==> src/rtl/prog_interval_timer_if.sv <==
// Control/status bundle for prog_interval_timer. The host drives it through the
// master modport, and the timer core uses the slave modport.
interface prog_interval_timer_if #(
  parameter int CNT_W   = 16,
  parameter int PRESC_W = 8
);
  logic               start;
  logic               cancel;
  logic               pause;
  logic               periodic;
  logic [CNT_W-1:0]   load_val;
  logic [PRESC_W-1:0] presc_div;
  logic [CNT_W-1:0]   count;
  logic               busy;
  logic               done;
  logic               expire_pulse;

  modport master (
    output start, cancel, pause, periodic, load_val, presc_div,
    input  count, busy, done, expire_pulse
  );

  modport slave (
    input  start, cancel, pause, periodic, load_val, presc_div,
    output count, busy, done, expire_pulse
  );
endinterface

==> src/rtl/prog_interval_timer.sv <==
// Programmable interval timer with a prescaler, one-shot or auto-reload operation,
// pause/resume and cancel. It drives a registered single-cycle expiry strobe.
module prog_interval_timer #(
  parameter int CNT_W   = 16,
  parameter int PRESC_W = 8
) (
  input  logic                 clk,
  input  logic                 rst,
  prog_interval_timer_if.slave tif
);
  localparam logic [1:0] ST_IDLE   = 2'd0;
  localparam logic [1:0] ST_RUN    = 2'd1;
  localparam logic [1:0] ST_PAUSED = 2'd2;

  localparam logic [CNT_W-1:0]   CNT_ZERO   = {CNT_W{1'b0}};
  localparam logic [CNT_W-1:0]   CNT_ONE    = {{(CNT_W-1){1'b0}}, 1'b1};
  localparam logic [PRESC_W-1:0] PRESC_ZERO = {PRESC_W{1'b0}};
  localparam logic [PRESC_W-1:0] PRESC_ONE  = {{(PRESC_W-1){1'b0}}, 1'b1};

  logic [1:0]         state_q, state_d;
  logic [CNT_W-1:0]   count_q, count_d;
  logic [CNT_W-1:0]   load_q, load_d;
  logic [PRESC_W-1:0] presc_q, presc_d;
  logic [PRESC_W-1:0] div_q, div_d;
  logic               periodic_q, periodic_d;
  logic               expire_q, expire_d;
  logic               tick;

  // Next-state logic. Priority is cancel, then start, then pause, then tick.
  always_comb begin
    state_d    = state_q;
    count_d    = count_q;
    load_d     = load_q;
    presc_d    = presc_q;
    div_d      = div_q;
    periodic_d = periodic_q;
    expire_d   = 1'b0;
    tick       = (presc_q == div_q);

    if (tif.cancel) begin
      state_d = ST_IDLE;
      count_d = CNT_ZERO;
      presc_d = PRESC_ZERO;
    end else if (tif.start) begin
      load_d     = tif.load_val;
      div_d      = tif.presc_div;
      periodic_d = tif.periodic;
      presc_d    = PRESC_ZERO;
      count_d    = tif.load_val;
      if (tif.load_val == CNT_ZERO) begin
        state_d  = ST_IDLE;
        expire_d = 1'b1;
      end else begin
        state_d  = ST_RUN;
      end
    end else begin
      case (state_q)
        ST_IDLE: begin
          state_d = ST_IDLE;
        end
        // The resume edge out of PAUSED evaluates a tick, so no tick is lost.
        ST_RUN, ST_PAUSED: begin
          if (tif.pause) begin
            state_d = ST_PAUSED;
          end else begin
            state_d = ST_RUN;
            if (tick) begin
              presc_d = PRESC_ZERO;
              if (count_q > CNT_ONE) begin
                count_d = count_q - CNT_ONE;
              end else if (count_q == CNT_ONE) begin
                expire_d = 1'b1;
                if (periodic_q) begin
                  count_d = load_q;
                end else begin
                  count_d = CNT_ZERO;
                  state_d = ST_IDLE;
                end
              end else begin
                count_d = CNT_ZERO;
                state_d = ST_IDLE;
              end
            end else begin
              presc_d = presc_q + PRESC_ONE;
            end
          end
        end
        default: begin
          state_d = ST_IDLE;
          count_d = CNT_ZERO;
          presc_d = PRESC_ZERO;
        end
      endcase
    end
  end

  // State and datapath registers with synchronous reset.
  always_ff @(posedge clk) begin
    if (rst) begin
      state_q    <= ST_IDLE;
      count_q    <= CNT_ZERO;
      load_q     <= CNT_ZERO;
      presc_q    <= PRESC_ZERO;
      div_q      <= PRESC_ZERO;
      periodic_q <= 1'b0;
      expire_q   <= 1'b0;
    end else begin
      state_q    <= state_d;
      count_q    <= count_d;
      load_q     <= load_d;
      presc_q    <= presc_d;
      div_q      <= div_d;
      periodic_q <= periodic_d;
      expire_q   <= expire_d;
    end
  end

  assign tif.count        = count_q;
  assign tif.busy         = (state_q != ST_IDLE);
  assign tif.done         = (state_q == ST_IDLE);
  assign tif.expire_pulse = expire_q;
endmodule

==> src/flat_wrapper.sv <==
// flat-port wrapper written by rule: the top's interface ports become plain ports
module prog_interval_timer_flat 
#(
  parameter int CNT_W   = 16,
  parameter int PRESC_W = 8
)
  (clk, rst, tif_start, tif_cancel, tif_pause, tif_periodic, tif_load_val, tif_presc_div, tif_count, tif_busy, tif_done, tif_expire_pulse);
  prog_interval_timer_if #(.CNT_W(CNT_W), .PRESC_W(PRESC_W)) tif_i ();
  input  logic clk;
  input  logic rst;
  input wire logic [$bits(tif_i.start)-1:0] tif_start;
  input wire logic [$bits(tif_i.cancel)-1:0] tif_cancel;
  input wire logic [$bits(tif_i.pause)-1:0] tif_pause;
  input wire logic [$bits(tif_i.periodic)-1:0] tif_periodic;
  input wire logic [$bits(tif_i.load_val)-1:0] tif_load_val;
  input wire logic [$bits(tif_i.presc_div)-1:0] tif_presc_div;
  output wire logic [$bits(tif_i.count)-1:0] tif_count;
  output wire logic [$bits(tif_i.busy)-1:0] tif_busy;
  output wire logic [$bits(tif_i.done)-1:0] tif_done;
  output wire logic [$bits(tif_i.expire_pulse)-1:0] tif_expire_pulse;
  assign tif_i.start = tif_start;
  assign tif_i.cancel = tif_cancel;
  assign tif_i.pause = tif_pause;
  assign tif_i.periodic = tif_periodic;
  assign tif_i.load_val = tif_load_val;
  assign tif_i.presc_div = tif_presc_div;
  assign tif_count = tif_i.count;
  assign tif_busy = tif_i.busy;
  assign tif_done = tif_i.done;
  assign tif_expire_pulse = tif_i.expire_pulse;
  prog_interval_timer #(.CNT_W(CNT_W), .PRESC_W(PRESC_W)) u_core (.clk(clk), .rst(rst), .tif(tif_i));
endmodule
==> config.mk <==
export PLATFORM = sky130hd
export DESIGN_NAME = prog_interval_timer_flat
export DESIGN_NICKNAME = d
export VERILOG_FILES = /design/src/rtl/prog_interval_timer_if.sv /design/src/rtl/prog_interval_timer.sv /design/src/flat_wrapper.sv
export SDC_FILE = /design/constraint.sdc
export NUM_CORES = 1
export LEC_CHECK = 0
export ABC_AREA = 1
export CAP_MARGIN = 20
export CORE_ASPECT_RATIO = 0.8
export CORE_UTILIZATION = 55
export DETAILED_ROUTE_END_ITERATION = 8
export PLACE_DENSITY = 0.88
export SYNTH_ARGS = -nofsm -noshare
export SYNTH_HDL_FRONTEND = slang
export SYNTH_SLANG_ARGS = --single-unit
==> constraint.sdc <==
create_clock -name clk -period 3.3 [get_ports clk]
set_input_delay 0.66 -clock clk [delete_from_list [all_inputs] [get_ports clk]]
set_output_delay 0.66 -clock clk [all_outputs]
set_load 0.03 [all_outputs]
==> impl_metrics.json <==
{
  "grt_pass1_vias": 3086,
  "numCtsBuffers": 5,
  "place_area_um2": 3580,
  "slowest_delay_ps": 680,
  "dieArea_um2": 5970,
  "die-height_um": 69.3,
  "final_hold_viol_count": 0,
  "synthesis.nets": 520,
  "crit_path_cell_trace": "clkdlybuf4s50_1, inv_1, nor2_1, buf_4, inv_1, nor2_1, a211oi_1",
  "rsz0062_at_grt": "false",
  "final_cells": 604,
  "antenna_found_initial": 0,
  "worstSetupPathType": "in -> reg",
  "clkLatencyLatePin_ps": 310,
  "ys_ff_latch": 52,
  "synth.area.top_cells": "dfxtp_1 33%, nand2_1 19%, nor2_1 11%, nand3_1 4.3%, a21oi_1 4.2%",
  "crit_fanout": 31,
  "via_count": 3331,
  "power_density_nw_per_um2": 397,
  "drcViolationCount": 0,
  "num-nets-final": 559,
  "path_delay_family": "buffers and inverters",
  "via_per_inst": 5.51,
  "p_leak_uw": 0.00153,
  "hpwl_mm": 6.19,
  "postCtsResizedCells": 0,
  "tritoncts": "built",
  "end_kind": "register",
  "status": "complete, no violations",
  "synth-seq-area-share_pct": 33.4,
  "slowest_stage": "inv_1",
  "gp_congestion": 0.902,
  "ys.flop_type": "dfxtp_1",
  "crit_arrival_ps": 2540,
  "skew_ps": 7.81,
  "async_flop_share_pct": 0,
  "postCtsHoldBufs": 0,
  "fp.coreArea_um2": 5470,
  "synth.top_cell.area_share_pct": 33.4,
  "clock.fmax_mhz": 432,
  "grt_use_total_pct": 30.4,
  "routedWlPerCell_um": 14.1,
  "regArea_um2": 1040,
  "grt_max_degree": 32,
  "overflow": 0,
  "syn_avg_cell_area_um2": 6.41,
  "yosysWarnings": 0,
  "firstDrtPassIters": 7,
  "fin_area_um2": 3680,
  "cts.reportedPaths.clkPinSlew_ps": 100,
  "cts_root_buf": "clkbuf_8",
  "grt_pass1_wl_mm": 14.4,
  "setup_viol": 0,
  "tightest_slew_ps": 906,
  "ioPinCount": 49,
  "drive_gt1_share_pct": 5.89,
  "synth_cells": 486,
  "synth_area_leader_cell": "dfxtp_1",
  "maxCapViolCount": 0,
  "io_buffers": 48,
  "post_cts_buffers": 0,
  "synth_area_um2": 3120,
  "worstPathRequired_ps": 3520,
  "synth_edf_count": 0,
  "multi_input_area_um2": 1810,
  "vdd_drop_max_uv": 220,
  "fin_crit_sh_pct": 70.1,
  "die_w_um": 86.1,
  "path_buf_inv": 4,
  "slew-limit-headroom_pct": 39.5,
  "synth_cell_type_count": 32,
  "htree_levels": 2,
  "cts.sinks": 52,
  "post-place-cells": 596,
  "drv_slew": 0,
  "diodes": 0,
  "reg2reg_depth": 10,
  "fillers": 509,
  "detail-route-antenna-nets": 0,
  "area_growth_pct": 18.1,
  "min_period_ps": 2310,
  "cts_buffer_depth": 2,
  "cp.depth": 7,
  "placementRows": 24,
  "tns_ps": 0,
  "hold_path.class": "reg -> reg",
  "hold_path_depth": 2,
  "drt_iter0_drc": 394,
  "wl_mm": 8.50,
  "startpoint_type": "input port",
  "start_util_pct": 57.0
}
## routing by layer
metal	GRT usage, %	wire length (um)
met1	43.6	3750
met2	46.6	3780
met3	5.36	796
met4	8.70	169
met5	0	0
## placed cells by master (no fill, tap or decap)
master and instances:
clkinvlp_4 2, nor3_1 4, inv_8 1, o21ai_1 2, xnor2_1 6, a21oi_4 1, nor2_4 4, inv_1 31
clkinv_4 1, nand3_4 1, xor2_1 6, nor4_1 4, clkdlybuf4s50_1 48, nand3b_1 5, buf_4 3, a21o_1 1
a211oi_1 7, clkbuf_8 5, nand4_1 14, a21oi_1 26, o21ai_0 7, ha_1 4, inv_2 1, dfxtp_1 52
a21oi_2 1, nand2_1 160, nand2_2 6, nand3_1 27, nor2_2 3, nor2_8 1, nor2_1 91, nand2_4 1
## worst paths after layout
| path | start | end | slack [ps] |
|---|---|---|---|
| max reg2reg | u_core.state_q[0] | u_core.tif.count[6] | 1280 |
| min | u_core.load_q[14] | u_core.load_q[14] | 470 |
| max | tif_start | u_core.div_q[5] | 990 |
| min reg2reg | u_core.load_q[14] | u_core.load_q[14] | 470 |
## cells in the mapped netlist (4+ instances only)
cell and instances:
a211oi_1 7, a21oi_1 26, buf_2 4, buf_6 5, clkbuf_1 7, dfxtp_1 52
ha_1 4, inv_1 31, nand2_1 160, nand2_2 6, nand3_1 27, nand3b_1 5
nand4_1 14, nor2_1 91, nor2_4 4, nor3_1 4, nor4_1 4, o21ai_0 7
xnor2_1 6, xor2_1 6
## metrics by stage
stage / setup slack [ps] / power, uW / utilization (%) / hold WS (ps)
after detailed placement: 735 / 1070 / 65.6 / 458
final: 985 / 1460 / 67.3 / 472
after global routing: 878 / 1530 / 67.3 / 499
after global placement: 795 / 1070 / 65.6 / 447
after floorplan: 1540 / 967 / - / 441
after CTS: 1000 / 1460 / 67.3 / 472
## report_power, final
part | internal, uW | switching (uW) | leakage (uW)
clock | 155 | 234 | 0.0000423
combinational | 141 | 254 | 0.00106
sequential | 652 | 27.0 | 0.000424
## sequential cells by signal, summed over array words and instances, names as in the netlist
register,cells
u_core.div_q,8
u_core.load_q,16
u_core.periodic_q,1
u_core.presc_q,8
u_core.state_q,2
u_core.tif.count,16
u_core.tif.expire_pulse,1
## final cells by class
type / count / area share, %
clock buffers: 5 / 1.87
clock inverters: 3 / 0.714
inverters: 33 / 3.50
multi-input cells: 382 / 49.3
flip-flops and latches: 52 / 28.3
well taps: 78 / 2.65
repair buffers: 51 / 13.7
## cell families (layout without fill, tap and decap cells)
kind of cell	after synthesis	after routing	synth area share [%]
and+or+nand+nor	321	321	44.9
buffers and inverters	52	92	8.39
AOI/OAI and AO/OA	45	45	8.35
DFF	52	52	33.4
xor gates and xnor gates	12	12	3.37
adders and majority gates	4	4	1.61
## tightest hold or removal path, stage by stage (launching register included)
cell,delay [ps]
dfxtp_1,330
nand2_1,60
a21oi_1,50
Note: power is estimated with default switching activity, not from simulation.
